**src/rtl/hazard_ctrl.sv**
```systemverilog
`default_nettype none
// ============================================================================
// Module   : hazard_ctrl
// Purpose  : Pipeline hazard unit. It provides operand forwarding selects,
//            data/mult-div stall generation and mult/div busy tracking.
//            Optional stall-cycle counter, enabled by HAZARD_CTRL_PERF_EN.
// Revision : 1.0 - initial release
// ============================================================================
module hazard_ctrl #(
    parameter int REG_AW      = 5,
    parameter int MULT_CYCLES = 5,
    parameter int DIV_CYCLES  = 10
) (
    input  logic              clk,
    input  logic              reset,
    input  logic [REG_AW-1:0] D_Rs,
    input  logic [REG_AW-1:0] D_Rt,
    input  logic [1:0]        D_TuseRs,
    input  logic [1:0]        D_TuseRt,
    input  logic              D_MdUse,
    input  logic [REG_AW-1:0] E_Rs,
    input  logic [REG_AW-1:0] E_Rt,
    input  logic [REG_AW-1:0] E_WriteReg,
    input  logic              E_WriteEnable,
    input  logic [1:0]        E_Tnew,
    input  logic              E_MdStart,
    input  logic              E_MdIsDiv,
    input  logic [REG_AW-1:0] M_Rt,
    input  logic [REG_AW-1:0] M_WriteReg,
    input  logic              M_WriteEnable,
    input  logic [1:0]        M_Tnew,
    input  logic [REG_AW-1:0] W_WriteReg,
    input  logic              W_WriteEnable,
    output logic [1:0]        ForwardAD,
    output logic [1:0]        ForwardBD,
    output logic [1:0]        ForwardAE,
    output logic [1:0]        ForwardBE,
    output logic              ForwardBM,
    output logic              Stall,
    output logic              MdBusy,
    output logic [31:0]       StallCount
);

    localparam logic [7:0] c_MULT_CYCLES = 8'(MULT_CYCLES);
    localparam logic [7:0] c_DIV_CYCLES  = 8'(DIV_CYCLES);
    localparam logic [1:0] c_TUSE_NONE   = 2'd3;

    function automatic logic f_match(input logic [REG_AW-1:0] src,
                                     input logic [REG_AW-1:0] dst,
                                     input logic              we);
        return we && (src != '0) && (src == dst);
    endfunction

    // M only forwards once its result exists; W always holds a final value.
    function automatic logic [1:0] f_fwdSel(input logic [REG_AW-1:0] src);
        if (f_match(src, M_WriteReg, M_WriteEnable) && (M_Tnew == 2'd0))
            return 2'd2;
        else if (f_match(src, W_WriteReg, W_WriteEnable))
            return 2'd1;
        else
            return 2'd0;
    endfunction

    function automatic logic f_needStall(input logic [REG_AW-1:0] src,
                                         input logic [1:0]        tuse);
        return (tuse != c_TUSE_NONE) &&
               ((f_match(src, E_WriteReg, E_WriteEnable) && (tuse < E_Tnew)) ||
                (f_match(src, M_WriteReg, M_WriteEnable) && (tuse < M_Tnew)));
    endfunction

    logic [7:0] r_mdCnt;
    logic       w_dataStall;
    logic       w_mdBusy;
    logic       w_stall;

    assign ForwardAD = f_fwdSel(D_Rs);
    assign ForwardBD = f_fwdSel(D_Rt);
    assign ForwardAE = f_fwdSel(E_Rs);
    assign ForwardBE = f_fwdSel(E_Rt);
    assign ForwardBM = f_match(M_Rt, W_WriteReg, W_WriteEnable);

    assign w_dataStall = f_needStall(D_Rs, D_TuseRs) || f_needStall(D_Rt, D_TuseRt);
    assign w_mdBusy    = E_MdStart || (r_mdCnt != 8'd0);
    assign w_stall     = w_dataStall || (D_MdUse && w_mdBusy);

    assign MdBusy = w_mdBusy;
    assign Stall  = w_stall;

    // A new start always reloads, so the latest issued operation sets the busy window.
    always_ff @(posedge clk) begin
        if (reset)
            r_mdCnt <= 8'd0;
        else if (E_MdStart)
            r_mdCnt <= E_MdIsDiv ? c_DIV_CYCLES : c_MULT_CYCLES;
        else if (r_mdCnt != 8'd0)
            r_mdCnt <= r_mdCnt - 8'd1;
    end

`ifdef HAZARD_CTRL_PERF_EN
    logic [31:0] r_stallCount;

    always_ff @(posedge clk) begin
        if (reset)
            r_stallCount <= 32'd0;
        else if (w_stall && (r_stallCount != 32'hFFFF_FFFF))
            r_stallCount <= r_stallCount + 32'd1;
    end

    assign StallCount = r_stallCount;
`else
    assign StallCount = 32'd0;
`endif

endmodule
`default_nettype wire

```
**config.mk**
```make
export PLATFORM = sky130hd
export DESIGN_NAME = hazard_ctrl
export DESIGN_NICKNAME = d
export VERILOG_FILES = /design/src/rtl/hazard_ctrl.sv
export SDC_FILE = /design/constraint.sdc
export NUM_CORES = 1
export LEC_CHECK = 0
export BUFFER_PORTS_ARGS = -buffer_cell sky130_fd_sc_hd__buf_2
export CAP_MARGIN = 20
export CORE_ASPECT_RATIO = 1.25
export CORE_UTILIZATION = 35
export DETAILED_ROUTE_END_ITERATION = 6
export HOLD_SLACK_MARGIN = 0.06
export PLACE_DENSITY = 0.75
export REMOVE_ABC_BUFFERS = 1
export SLEW_MARGIN = 30
export SYNTH_ARGS = -nofsm -noshare
export SYNTH_HDL_FRONTEND = slang
export SYNTH_SLANG_ARGS = --single-unit
```
**constraint.sdc**
```tcl
create_clock -name clk -period 1.7 [get_ports clk]
set_input_delay 0.255 -clock clk [delete_from_list [all_inputs] [get_ports clk]]
set_output_delay 0.255 -clock clk [all_outputs]
set_load 0.01 [all_outputs]
```
* Yosys cells after proc, flatten, opt, wreduce, memory -nomap -nowiden *
Index checks and enable logic that the tools add are counted.

cells by class
  order comparisons = 4
  shift-type cells = 0
  $mul = 0
  add/subtract/negate cells = 1
  reduce and logical (&&, ||, !) cells = 46
  bitwise gates (word level) = 0
  div/mod/pow operators = 0
  muxes and demuxes = 11
  equal/unequal tests = 13

operator list
  operator                                           number
  equality test 5 bit                                11
  logical AND 1 bit                                  33
  nonzero test 5 bit                                 5
  two-way mux 8 bit                                  2
  less-than comparator 2 bit                         4
  two-way mux 2 bit                                  4
  nonzero test 8 bit                                 1
  subtractor 8 x 1 -> 8 bit (second input constant)  1
  logical OR 1 bit                                   5
  two-way mux 1 bit                                  4
  two-way mux 4 bit                                  1
  != test 2 bit (second input constant)              2
  zero test 2 bit                                    1
  nonzero test 2 bit                                 1

word-level totals
  word-level logic and storage cells = 76
  bits in writable memories = 0
  memories = 0
  register bits = 8
  output and inout port bits = 43
  bits in read-only memories = 0
  bits in latches = 0

* Longest topological paths before layout *
  word-level depth = 8
  gate-level depth with buffers = 7
  mapped depth without buffers = 7

* Worst setup path after synthesis *
Ideal clock, no wire load.

  path type = input-to-output
  start = in E_Rs[1]
  end = out ForwardAE[0]
  stages = 4
  required time = 1.445 ns
  data arrival time = 1.438 ns
  buffers on the path = 0
  path slack = 0.007 ns
  path through = or4_1 > nor2_1 > nor4_1 > nor4_1

between the ends
  cells in the longest elaborated chain, start to end = 5

ends and longest elaborated chain
  element                                                        line    source
  from (decl)                                                    21      input logic [REG_AW-1:0] E_Rs,
  nonzero test 5 bit                                             51      return we && (src != '0) && (src == dst);
  logical AND 1 bit (2 in a row)                                 51
  two-way mux 1 bit / logical AND 1 bit (equally long branches)  58, 56
  two-way mux 2 bit *                                            56      if (f_match(src, M_WriteReg, M_WriteEnable) && (M_Tnew == 2'd0))
  to (decl)                                                      36      output logic [1:0] ForwardAE,

Every way passes the cells marked *; elsewhere a longest branch is shown, timed or not.

* Worst setup path in the final report *
  start = reg r_mdCnt[5]
  end = out Stall

between the ends
  cells in the longest elaborated chain, start to end = 4

ends and longest elaborated chain
  element                 line  source
  from (decl)             71    logic [7:0] r_mdCnt;
  from (signal assigned)  94    r_mdCnt <= E_MdIsDiv ? c_DIV_CYCLES : c_MULT_CYCLES;
  from (signal assigned)  96    r_mdCnt <= r_mdCnt - 8'd1;
  nonzero test 8 bit      83    assign w_mdBusy = E_MdStart || (r_mdCnt != 8'd0);
  logical OR 1 bit        83
  logical AND 1 bit       84    assign w_stall = w_dataStall || (D_MdUse && w_mdBusy);
  logical OR 1 bit        84
  to (decl)               39    output logic Stall,

Every way passes these cells.

==> out/results.tsv <==
metric	value	unit
Power Internal	0.729	mW
TritonCTS buffer count	3	
Hold Violations, Final	0	
asr flop ratio synth	0	
Root Buffer	clkbuf_8	
Vias/cell	4.65	
Total GRT Usage	0.194	
CP endpoint kind	output port	
largest family of logic cells by synthesized area	XOR/XNOR gates	
Largest register FFs	8	
initial antenna violation count	0	
Skew-Pair Late Insertion Delay	240	ps
# clock sinks	8	
largest net degree at the start of global routing	8	
first-pass GRT wire length	7490	µm
Max Freq	0.533	GHz
flop and latch count out of synthesis	8	
Biggest register	r_mdCnt	
Design Power	1.19	mW
xor and xnor fraction of the mapped netlist area	0.305	
sequential share of power	0.202	
Synth Area in Compound Gates	0.0708	
fraction of power spent switching nets	0.390	
Congestion Overflow GR	0	
Post-synth EDFFs	0	
RD Place Congestion	0.884	
Placed Cells	357	
number of diodes	0	
CP Depth	6	
layout cells sized above 1	0.436	
critical path class	reg -> out	
post-synthesis sequential area ratio	0.0996	
WL/cell	13.2	µm
Die Ht	77.8	µm
failing checks	setup timing	
setup TNS	-480	ps
family with the most delay on the worst path	simple AND/OR/NAND/NOR gates	
Initial Util	0.366	
Final setup violation count	5	
Hold Path Class	in -> reg	
fraction of the mapped netlist area in simple logic gates	0.275	
IO buf count	66	
CP Data Required Time	1440	ps
Mapped Avg Cell Area	7.55	µm²
mapped cell area	0.00161	mm²
YS warnings	0	
nature of the critical path startpoint	flip-flop	
Post-Route WL	4870	µm
main flop type after synthesis	dfxtp_1	
adder-cell share of the synthesized area	0.0467	
worst path bufs/invs	1	
core area	0.00439	mm²
Area Growth Syn to Fin	46.8	%
unrepaired setup endpoints after global routing	yes	
Layout Utilization	0.537	
crit-path max FO	2	
die area	0.00487	mm²
H-tree levels	1	
biggest regs	r_mdCnt x8	
clk_skew	3.11	ps
FF-to-FF path depth	8	
Clock power frac	0.198	
slowest stage delay, CP	360	ps
die width	62.6	µm
hold depth	2	
Fillers	403	
# Max-Cap Violations	0	
io pins	99	
P_leak	1.09	nW
Peak VDD IR	0.000536	V
hold buffer count at cts	0	
WP data arrival	1620	ps
outcome	finished, violations left	
Clock Tree Buf Depth	2	
PwrDens	506	mW/mm²
Psw	0.465	mW
Final Cycle Share	1.10	
1st-pass router iterations	4	
slowest CP cell	nor4_4	
DR vias	1721	
clock slew at reported path FFs	40	ps
vias in the first global route	1642	
Netlist cell types	39	
FP Rows	27	
antenna-violating nets left	0	
crit path cell chain	nor4_4, nand4_4, or2_4, nand2_1, o2111ai_1, buf_2	
worst setup margin	-175	ps
DRC	0	
min Tclk post-route	1880	ps
max-slew violations	0	
post-synthesis mux area share	0.00623	
DP HPWL	3800	µm
Cells after Synth	213	
Layout Nets	376	
First DRT Iteration DRCs	63	
Logic pwr share	0.600	
post-route insts no fill	370	
CTS tree	done	
placed cells by master, fill, tap and decap left out, types with 2 or more instances in the layout:
cell      synthesis  layout
inv_1            10      10
nor3_2            1       3
nand2b_1          2       2
xnor2_1          39      38
and3_1            2       2
nor4_2            1       4
o21ai_0           5       5
nand4b_1          2       2
or4_4             1       3
a21oi_1           7       6
nand4_1          10      10
nor2_4            1       3
nor4_4            1       4
nand2_1          11      11
buf_4            32      39
dfxtp_1           8       6
buf_2             0      60
clkbuf_8          0       3
or2_2             2       2
buf_6             0       6
conb_1            1      32
nor3_1            7       5
o22ai_1           2       2
nor4_1            9       3
nor2_1           11       9
nand3_1           2       2
xor2_1           17      17
ha_1              6       6
worst paths after layout:
path                                                 to  slack, ps                    start
worst max-delay path                              Stall       -180  r_mdCnt[5]$_SDFFE_PP0N_
worst min-delay path            r_mdCnt[2]$_SDFFE_PP0N_        230                    reset
worst max register to register  r_mdCnt[3]$_SDFFE_PP0N_        100  r_mdCnt[0]$_SDFFE_PP0N_
worst min register to register  r_mdCnt[6]$_SDFFE_PP0N_        560  r_mdCnt[6]$_SDFFE_PP0N_
cells by family after synthesis:
group / after synthesis
AOI/OAI and AO/OA: 19
xor gates and xnor gates: 56
adders and majority gates: 6
buffers and inverters: 51
DFF: 8
muxes: 1
other: 1
and+or+nand+nor: 71
Yosys cell counts, types with 2 or more instances:
| master | instances | share of area |
|---|---|---|
| ha_1 | 6 | 0.047 |
| xnor2_1 | 39 | 0.21 |
| o21ai_0 | 5 | 0.016 |
| o22ai_1 | 2 | 0.0078 |
| dfxtp_1 | 8 | 0.10 |
| nor4_1 | 9 | 0.035 |
| or4_1 | 2 | 0.0093 |
| inv_1 | 10 | 0.023 |
| xor2_1 | 17 | 0.093 |
| nor2_1 | 11 | 0.026 |
| nand3_1 | 2 | 0.0062 |
| a21oi_1 | 7 | 0.022 |
| or2_2 | 2 | 0.0078 |
| nand2b_1 | 2 | 0.0078 |
| nand4b_1 | 2 | 0.011 |
| nand4_1 | 10 | 0.039 |
| buf_4 | 32 | 0.15 |
| nand2_1 | 11 | 0.026 |
| and3_1 | 2 | 0.0078 |
| clkbuf_1 | 9 | 0.021 |
| nor3_1 | 7 | 0.022 |
power by group through the flow:
| stage | Clock (mW) | Sequential [mW] | Combinational, mW |
|---|---|---|---|
| floorplan | 0 | 0.241 | 0.380 |
| detailed placement | 0 | 0.243 | 0.636 |
| global route | 0.249 | 0.244 | 0.787 |
| global placement | 0 | 0.242 | 0.626 |
| finish | 0.236 | 0.241 | 0.716 |
| CTS | 0.245 | 0.242 | 0.679 |
stage by stage:
stage | instance area (µm²) | setup slack [ps] | hold slack [ps]
after floorplan | 1450 | 6.70 | 324
after global placement | 2080 | -223 | 471
after detailed placement | 2080 | -147 | 476
after CTS | 2240 | -184 | 223
after global routing | 2360 | -279 | 244
final | 2360 | -175 | 231
routing by layer:
layer  vias up  GRT usage  routed length (µm)
met4         0      0.119                 189
met5         -          0                   0
li1        859          -                   -
met3        14     0.0368                 348
met2        81      0.338                2380
met1       767      0.215                1950
worst reg2reg max path, stage by stage, from the launching register on:
cell and delay, ps:
dfxtp_1 380, inv_1 80, ha_1 250, nand4_4 110, buf_4 100, buf_4 140
nand3b_2 90, xnor2_1 140, o211a_1 200
cell type report:
| type | count | area, µm² | area share |
|---|---|---|---|
| tap | 58 | 72.6 | 0.0308 |
| multi-input combinational | 185 | 1370 | 0.580 |
| timing repair buffer | 106 | 676 | 0.286 |
| sequential | 8 | 165 | 0.0700 |
| inverter | 10 | 37.5 | 0.0159 |
| clock buffer | 3 | 41.3 | 0.0175 |
timing repair:
action | 4_1_cts | 5_1_grt
endpoints found under the setup margin | 6 | 9
pin swaps | 15 | 13
buffers inserted | 6 | 4
cloned | 0 | 0
resized for setup | 18 | 15
Note: power is estimated with default switching activity, not from simulation.
